File: src/rtl/pt_rd_arbiter_pkg.sv
// Shared constants and tag type for the page-table read arbiter.
// Used by pt_rd_arbiter and its round-robin sub-block.
package pt_rd_arbiter_pkg;

  localparam int PT_RD_LATENCY = 2;
  localparam int VIRT_ADDR_W   = 58;
  localparam int PHY_ADDR_W    = 32;
  localparam int TAG_ID_W      = 3;

  typedef struct packed {
    logic                valid;
    logic [TAG_ID_W-1:0] id;
  } tag_t;

endpackage

File: src/rtl/pt_rd_arbiter_rr_arbiter.sv
// Combinational round-robin arbiter: search starts one past ptr.
// Returns a one-hot grant, the encoded winner and a found flag.
module rr_arbiter #(
  parameter int N = 4,
  parameter int W = 2
) (
  input  logic [N-1:0] req,
  input  logic         en,
  input  logic [W-1:0] ptr,
  output logic [N-1:0] gnt,
  output logic [W-1:0] win,
  output logic         any
);

  logic [W-1:0] idx;

  always_comb begin
    gnt = '0;
    win = '0;
    any = 1'b0;
    idx = '0;
    for (int k = 1; k <= N; k++) begin
      idx = W'((int'(ptr) + k) % N);
      if (en && !any && req[idx]) begin
        any      = 1'b1;
        gnt[idx] = 1'b1;
        win      = idx;
      end
    end
  end

endmodule

File: src/rtl/pt_rd_arbiter.sv
// Round-robin share of the page-table read-translation port.
// Optional PT_RD_ARB_PERF_EN adds stall_cnt / xfer_cnt counters.
module pt_rd_arbiter
  import pt_rd_arbiter_pkg::*;
#(
  parameter int NUM_REQ = 4,
  parameter int ID_W    = 2,
  parameter int PT_LAT  = PT_RD_LATENCY
) (
  input  logic                           clk,
  input  logic                           rst,
  input  logic [NUM_REQ-1:0]             req_valid,
  input  logic [NUM_REQ*VIRT_ADDR_W-1:0] req_vaddr,
  output logic [NUM_REQ-1:0]             req_ready,
  output logic [NUM_REQ-1:0]             rsp_valid,
  output logic [PHY_ADDR_W-1:0]          rsp_paddr,
  output logic [VIRT_ADDR_W-1:0]         afu_virt_rd_addr,
  output logic                           pt_re_rd,
  input  logic [PHY_ADDR_W-1:0]          afu_phy_rd_addr,
  input  logic                           afu_phy_rd_addr_valid,
  input  logic [1:0]                     pt_status,
  output logic                           arb_idle,
  output logic                           lat_err
`ifdef PT_RD_ARB_PERF_EN
  ,
  output logic [31:0]                    stall_cnt,
  output logic [31:0]                    xfer_cnt
`endif
);

  logic [VIRT_ADDR_W-1:0] va [NUM_REQ];
  logic [ID_W-1:0]        ptr;
  logic [ID_W-1:0]        win;
  logic [ID_W-1:0]        iss_id;
  logic                   any;
  logic                   xfer;
  tag_t                   tags [PT_LAT];
  tag_t                   last;
  logic                   unused;

  for (genvar i = 0; i < NUM_REQ; i++) begin : g_va
    assign va[i] = req_vaddr[VIRT_ADDR_W*i +: VIRT_ADDR_W];
  end

  rr_arbiter #(
    .N (NUM_REQ),
    .W (ID_W)
  ) u_rr (
    .req (req_valid),
    .en  (pt_status[0]),
    .ptr (ptr),
    .gnt (req_ready),
    .win (win),
    .any (any)
  );

  assign xfer = any;
  assign last = tags[PT_LAT-1];

  always_ff @(posedge clk or posedge rst) begin
    if (rst) begin
      ptr              <= ID_W'(NUM_REQ-1);
      pt_re_rd         <= 1'b0;
      afu_virt_rd_addr <= '0;
      iss_id           <= '0;
    end else begin
      pt_re_rd <= xfer;
      if (xfer) begin
        ptr              <= win;
        afu_virt_rd_addr <= va[win];
        iss_id           <= win;
      end
    end
  end

  // Fixed-length shift: tags line up with translator latency.
  always_ff @(posedge clk or posedge rst) begin
    if (rst) begin
      for (int i = 0; i < PT_LAT; i++) tags[i] <= '0;
    end else begin
      tags[0] <= '{valid: pt_re_rd, id: TAG_ID_W'(iss_id)};
      for (int i = 1; i < PT_LAT; i++) tags[i] <= tags[i-1];
    end
  end

  always_ff @(posedge clk or posedge rst) begin
    if (rst)
      lat_err <= 1'b0;
    else if (afu_phy_rd_addr_valid != last.valid)
      lat_err <= 1'b1;
  end

  always_comb begin
    rsp_valid = '0;
    rsp_paddr = '0;
    if (afu_phy_rd_addr_valid && last.valid) begin
      rsp_valid[last.id[ID_W-1:0]] = 1'b1;
      rsp_paddr = afu_phy_rd_addr;
    end
  end

  always_comb begin
    arb_idle = !pt_re_rd;
    for (int i = 0; i < PT_LAT; i++)
      if (tags[i].valid) arb_idle = 1'b0;
  end

  assign unused = ^{pt_status[1], last.id};

`ifdef PT_RD_ARB_PERF_EN
  always_ff @(posedge clk or posedge rst) begin
    if (rst) begin
      stall_cnt <= '0;
      xfer_cnt  <= '0;
    end else begin
      if (|req_valid && !xfer && stall_cnt != '1)
        stall_cnt <= stall_cnt + 32'd1;
      if (xfer && xfer_cnt != '1)
        xfer_cnt <= xfer_cnt + 32'd1;
    end
  end
`endif

endmodule
File: config.mk
export PLATFORM = sky130hd
export DESIGN_NAME = pt_rd_arbiter
export DESIGN_NICKNAME = d
export VERILOG_FILES = /design/src/rtl/pt_rd_arbiter_pkg.sv /design/src/rtl/pt_rd_arbiter_rr_arbiter.sv /design/src/rtl/pt_rd_arbiter.sv
export SDC_FILE = /design/constraint.sdc
export NUM_CORES = 1
export LEC_CHECK = 0
export ABC_AREA = 1
export CORE_AREA = 3 3 144 146
export DETAILED_ROUTE_END_ITERATION = 10
export DIE_AREA = 0 0 147 149
export MAX_ROUTING_LAYER = met4
export PLACE_DENSITY_LB_ADDON = 0.08
export SYNTH_ARGS = -nofsm -noshare
export SYNTH_HDL_FRONTEND = slang
export SYNTH_SLANG_ARGS = --single-unit
File: constraint.sdc
create_clock -name clk -period 3.1 [get_ports clk]
set_clock_uncertainty 0.05 [all_clocks]
set_input_delay 0.465 -clock clk [delete_from_list [all_inputs] [get_ports clk]]
set_output_delay 0.465 -clock clk [all_outputs]
set_load 0.1 [all_outputs]
### After elaboration in Yosys (flattened, before gate mapping)

Index checks and enable logic that the tools add are counted.

* $lt $le $gt $ge: 11
* bitwise operators: 4
* muxes and demuxes: 37
* reduce and logical (&&, ||, !) cells: 17
* equal/unequal tests: 1
* add/subtract/negate cells: 4

Operators by type and width (count)
* $bmux 58 s2: 1
* $mux 58: 2
* $mux 32: 1
* $mux 4: 5
* $lt 2x3->1 const B: 5
* $mux 1: 15
* $logic_and 1x1->1: 13
* $or 4x4->4: 3
* $demux 1 s2: 5
* $ge 2x1->1 const B: 5
* $bmux 1 s2: 4
* $mux 2: 4
* $add 2x1->2 const B: 2
* $add 2x2->2 const B: 2
* $logic_not 1->1: 4
* $ge 3x3->1 const B: 1
* $not 2->3: 1
* $ne 1x1->1: 1

* word-level logic and storage cells: 83
* input bits: 273
* output and inout port bits: 101
* register bits: 70

### Depth between registers and ports, before layout

* depth in word-level cells: 21
* depth in mapped cells: 17
* mapped depth without buffers: 15

### Modules after synthesis

A second synthesis with hierarchy kept.

* cells, all modules: 1118
* area total of the unflattened synthesis: 6155.9 um2

By module, submodules not included
* pt_rd_arbiter: cells each 1025, area each 5586.6 um2, instances 1, sequential area each 1754.2 um2
* rr_arbiter: cells each 93, area each 569.3 um2, instances 1, sequential area each 0.0 um2

### Worst setup path after synthesis

OpenSTA, ideal clock, no wires.

* kind: flip-flop to output port
* start: register ptr[0]
* end: output req_ready[0]
* cell stages (with the launch flop): 11
* buffers on the path: 1
* arrival time: 3.254 ns
* setup slack: -0.669 ns
* data required time: 2.585 ns
* cell sequence: dfstp_2 buf_6 inv_4 ha_1 inv_1 nand3_1 nand3_1 nand2_1 inv_2 nand3_4 o221ai_1

* word-level cells in the longest chain between the ends: 17
* elaborated cells on any way between the ends: 52
* classes of those cells: add/sub (4); order compare (8); mux (23); bitwise (3); reduce/logical (14)

Ends and longest elaborated chain
* from (decl): RTL line pt_rd_arbiter.sv:32 `logic [ID_W-1:0] ptr;`
* from (signal assigned): RTL line pt_rd_arbiter.sv:62 `ptr <= ID_W'(NUM_REQ-1);`
* from (signal assigned): RTL line pt_rd_arbiter.sv:69 `ptr <= win;`
* branches (longest 16 deep; another with $lt 2x3->1)
* $mux 4 *: RTL line pt_rd_arbiter_rr_arbiter.sv:24 `if (en && !any && req[idx]) begin`
* to (decl): RTL line pt_rd_arbiter.sv:14 `output logic [NUM_REQ-1:0] req_ready,`

Mark *: on every way between the ends. The select of a mux whose other input is x is not followed.

### Worst setup path in the final report

* start: register ptr[1]
* end: output req_ready[1]

The elaborated chain is that of the path after synthesis.

==> results.txt <==
- Measured against its own limit, the worst slew margin works out to between 60% and 70%.
- Total vias in the final route: 7424
- Type of the most critical hold path: reg2reg
* Max Transition Viols Final: 0
- In this run the remaining antenna-violating nets after routing total 0.
* Maximum count of clock buffers along a single path: 2
- The via count of the first global-routing pass is between 7k and 8k.
- Of the available clock period, the critical path in the final layout requires 94.8%.
- Overall Global Routing Usage: 23.7%
* Final RePlAce weighted congestion: roughly 0.87
- STA puts the critical path data arrival time at 2.42 ns.
- Wire length after detailed routing: ~26000 um
* Width of the die: between 100 and 150 um
- Total of hold buffers inserted after clock tree synthesis: 0
- Min-Delay Path Depth: 0
* Initial antenna violation count: 0
* Global-route wire length before repair: 40000 um
- At the pin with the least slew margin, the transition time is between 0.5 and 0.6 ns.
* Crit-path max FO: 10
- Clock-pin transition on the worst setup and hold timing paths: around 0.070 ns
- Entering global routing, the biggest net connects 59 pins.
* Number of I/O pins: between 300 and 400
- EDFF count, synth: 0
- Setup violations remaining at the end of the flow were counted as 0.
- Class of the most critical setup path: reg2out
- Clock tree synthesis found a total of 70 sinks.
* Via density: around 4.5
* Final HPWL from detailed placement: between 15000 and 20000 um
- Final Hold Fails: 0
- Dominant cell by count in the synthesized netlist: nand2_1
- Outcome: finished, final reports clean
* Worst r2r path cells: 14
* Fraction of synthesized cell area taken by the top area cell type: between 20% and 30%
* Max capacitance violation total: 0
* Final core occ: 55.4%
- Insertion delay of the later-clocked pin in the worst-skew pair: about 0.34 ns
* Number of nets produced by synthesis: 1310
* Placeable core area: approximately 20000 um2
- By area the synthesized netlist is led by dfrtp_1 (28%), nand2_1 (21%), nand3_1 (16%), inv_1 (15%), nand3b_1 (4.0%).
- By count the netlist is led by nand2_1 (350), inv_1 (245), nand3_1 (191), dfrtp_1 (68), nand3b_1 (33).
- Fill cell instance count of the final layout: 1950
- Counting every instance in the synthesized netlist gives between 1k and 1.5k.
- In this run, CTS created clock tree buffers numbering 9.
- In the final design database the tool counted between 1.5k and 2k nets.
- Number of DRC violations after detailed-routing iteration 0: 346
* Die outline height: ~150 um
- # H-tree levels: 3
- For this run, design rule violations remaining after detail routing come to 0.
* Starting Density: 31.5%
* Sequential share of the synthesized area: 28.5%
- At the worst endpoint, the required time is about 2.6 ns.
- Highest clock frequency the design can meet: 340 MHz
* Post-Synthesis Mean Instance Area: around 6 um2
- The most used flip-flop cell after synthesis is dfrtp_1.
- Share of flip-flops with an asynchronous set or reset: 100%
* Cell area after technology mapping: a little over 6000 um2
* Distinct cell type count of the synthesized netlist: 29
* Full die area: approximately 22000 um2
- Clock tree synthesis selected as its root buffer the cell clkbuf_16.
* Final period demand of the worst path: approximately 2.9 ns
* IO buf count: between 300 and 400
- TritonCTS built the clock tree.
- Setup repair after global routing left no endpoint under its margin.
- After synthesis the netlist holds a flip-flop and latch count of 70.
- Floorplan row count: between 50 and 60
* Total negative slack for setup checks: 0 ns
- Yosys warning total: 0
- Area Growth Syn to Fin: 75.7%
- Worst setup SP type: flop
- Of all cell types, the one taking the most synthesized area is dfrtp_1.
- Avg WL per Cell: roughly 16 um
- Global routing finished with a remaining overflow of 0.
- Number of optimization iterations in the first detailed-route pass: 6
- The post-route netlist has 12.6% of its cells at a drive strength greater than 1.
- Endpoint kind of the worst setup timing path: output pin
state kept, by name (all words and copies together) (netlist names):
signal and count:
afu_virt_rd_addr 58, last 3, tags 3, iss_id 2, ptr 2, lat_err 1, pt_re_rd 1
kinds of logic (layout without fill, tap and decap cells):
family	Yosys count	in the layout	share of synthesized area (%)
AO/OA/AOI/OAI	10	10	1.22
buffers and inverters	313	663	21.5
flip-flops	70	70	28.5
adder cells (fa/ha/maj)	9	9	1.83
AND/OR/NAND/NOR	626	626	46.9
other	0	1	0
final cells by class:
type	count	area, um2	share of cell area (%)
multi-input cells	645	3170	29.4
clock inverters	7	103	0.949
repair buffers	397	4280	39.6
diodes	1	2.50	0.0232
well taps	265	332	3.07
inverters	250	942	8.72
clock buffers	9	225	2.08
flip-flops and latches	70	1750	16.2
cells in the final DEF, fill, tap and decap left out, drive strengths merged, types with 2 or more instances in the layout:
cell type and n:
nand2 357, clkdlybuf4s50 271, inv 253, nand3 197, buf 126, dfrtp 68
nand3b 33, nand4 28, clkbuf 9, ha 9, nor3 5, nor2 5
a22oi 4, o221ai 4, o21ai 2, bufinv 2, dfstp 2
worst paths after layout:
path,slack (ns),end,from
setup / recovery,0.16,req_ready[1],ptr[1]
hold / removal,0.30,last[0],tags[4]
setup reg to reg,0.34,afu_virt_rd_addr[21],ptr[1]
hold reg to reg,0.30,last[0],tags[4]
max in group asynchronous,1.90,ptr[0],rst
min in group asynchronous,0.43,afu_virt_rd_addr[12],rst
worst max-delay path, cell delays in order, from the launching register on:
cell	delay (ns)
dfstp_2	0.54
inv_2	0.10
ha_4	0.31
inv_1	0.08
nand3_1	0.12
nand2_2	0.10
nand3_4	0.19
nand3_4	0.20
o221ai_4	0.22
buf_12	0.21
per-stage QoR:
| step | cells | hold slack, ns | setup WS, ns | cell area (um2) |
|---|---|---|---|---|
| 6_report | 1644 | 0.296 | 0.162 | 10800 |
| 5_1_grt | 1643 | 0.313 | 0.00931 | 10800 |
| 3_3_place_gp | 1626 | 0.283 | 0.0914 | 10400 |
| 3_5_place_dp | 1626 | 0.285 | 0.0556 | 10400 |
| 2_1_floorplan | 1028 | 0.281 | -0.350 | 6220 |
| 4_1_cts | 1642 | 0.301 | 0.0496 | 10800 |
timing repair:
item	in CTS	in global routing
buffers inserted	0	1
pin swaps	1	0
setup endpoints to repair	4	46
resized for setup	2	2
per-layer routing:
metal / track usage (%) / wire length (um)
met1: 29.3 / 10800
met2: 39.2 / 12800
met3: 5.50 / 2160
met4: 6.34 / 458
met5: - / 0
Power is left out: the tool's default activity adds up to more than one toggle a clock period on the data nets, which glitch-free logic cannot reach.
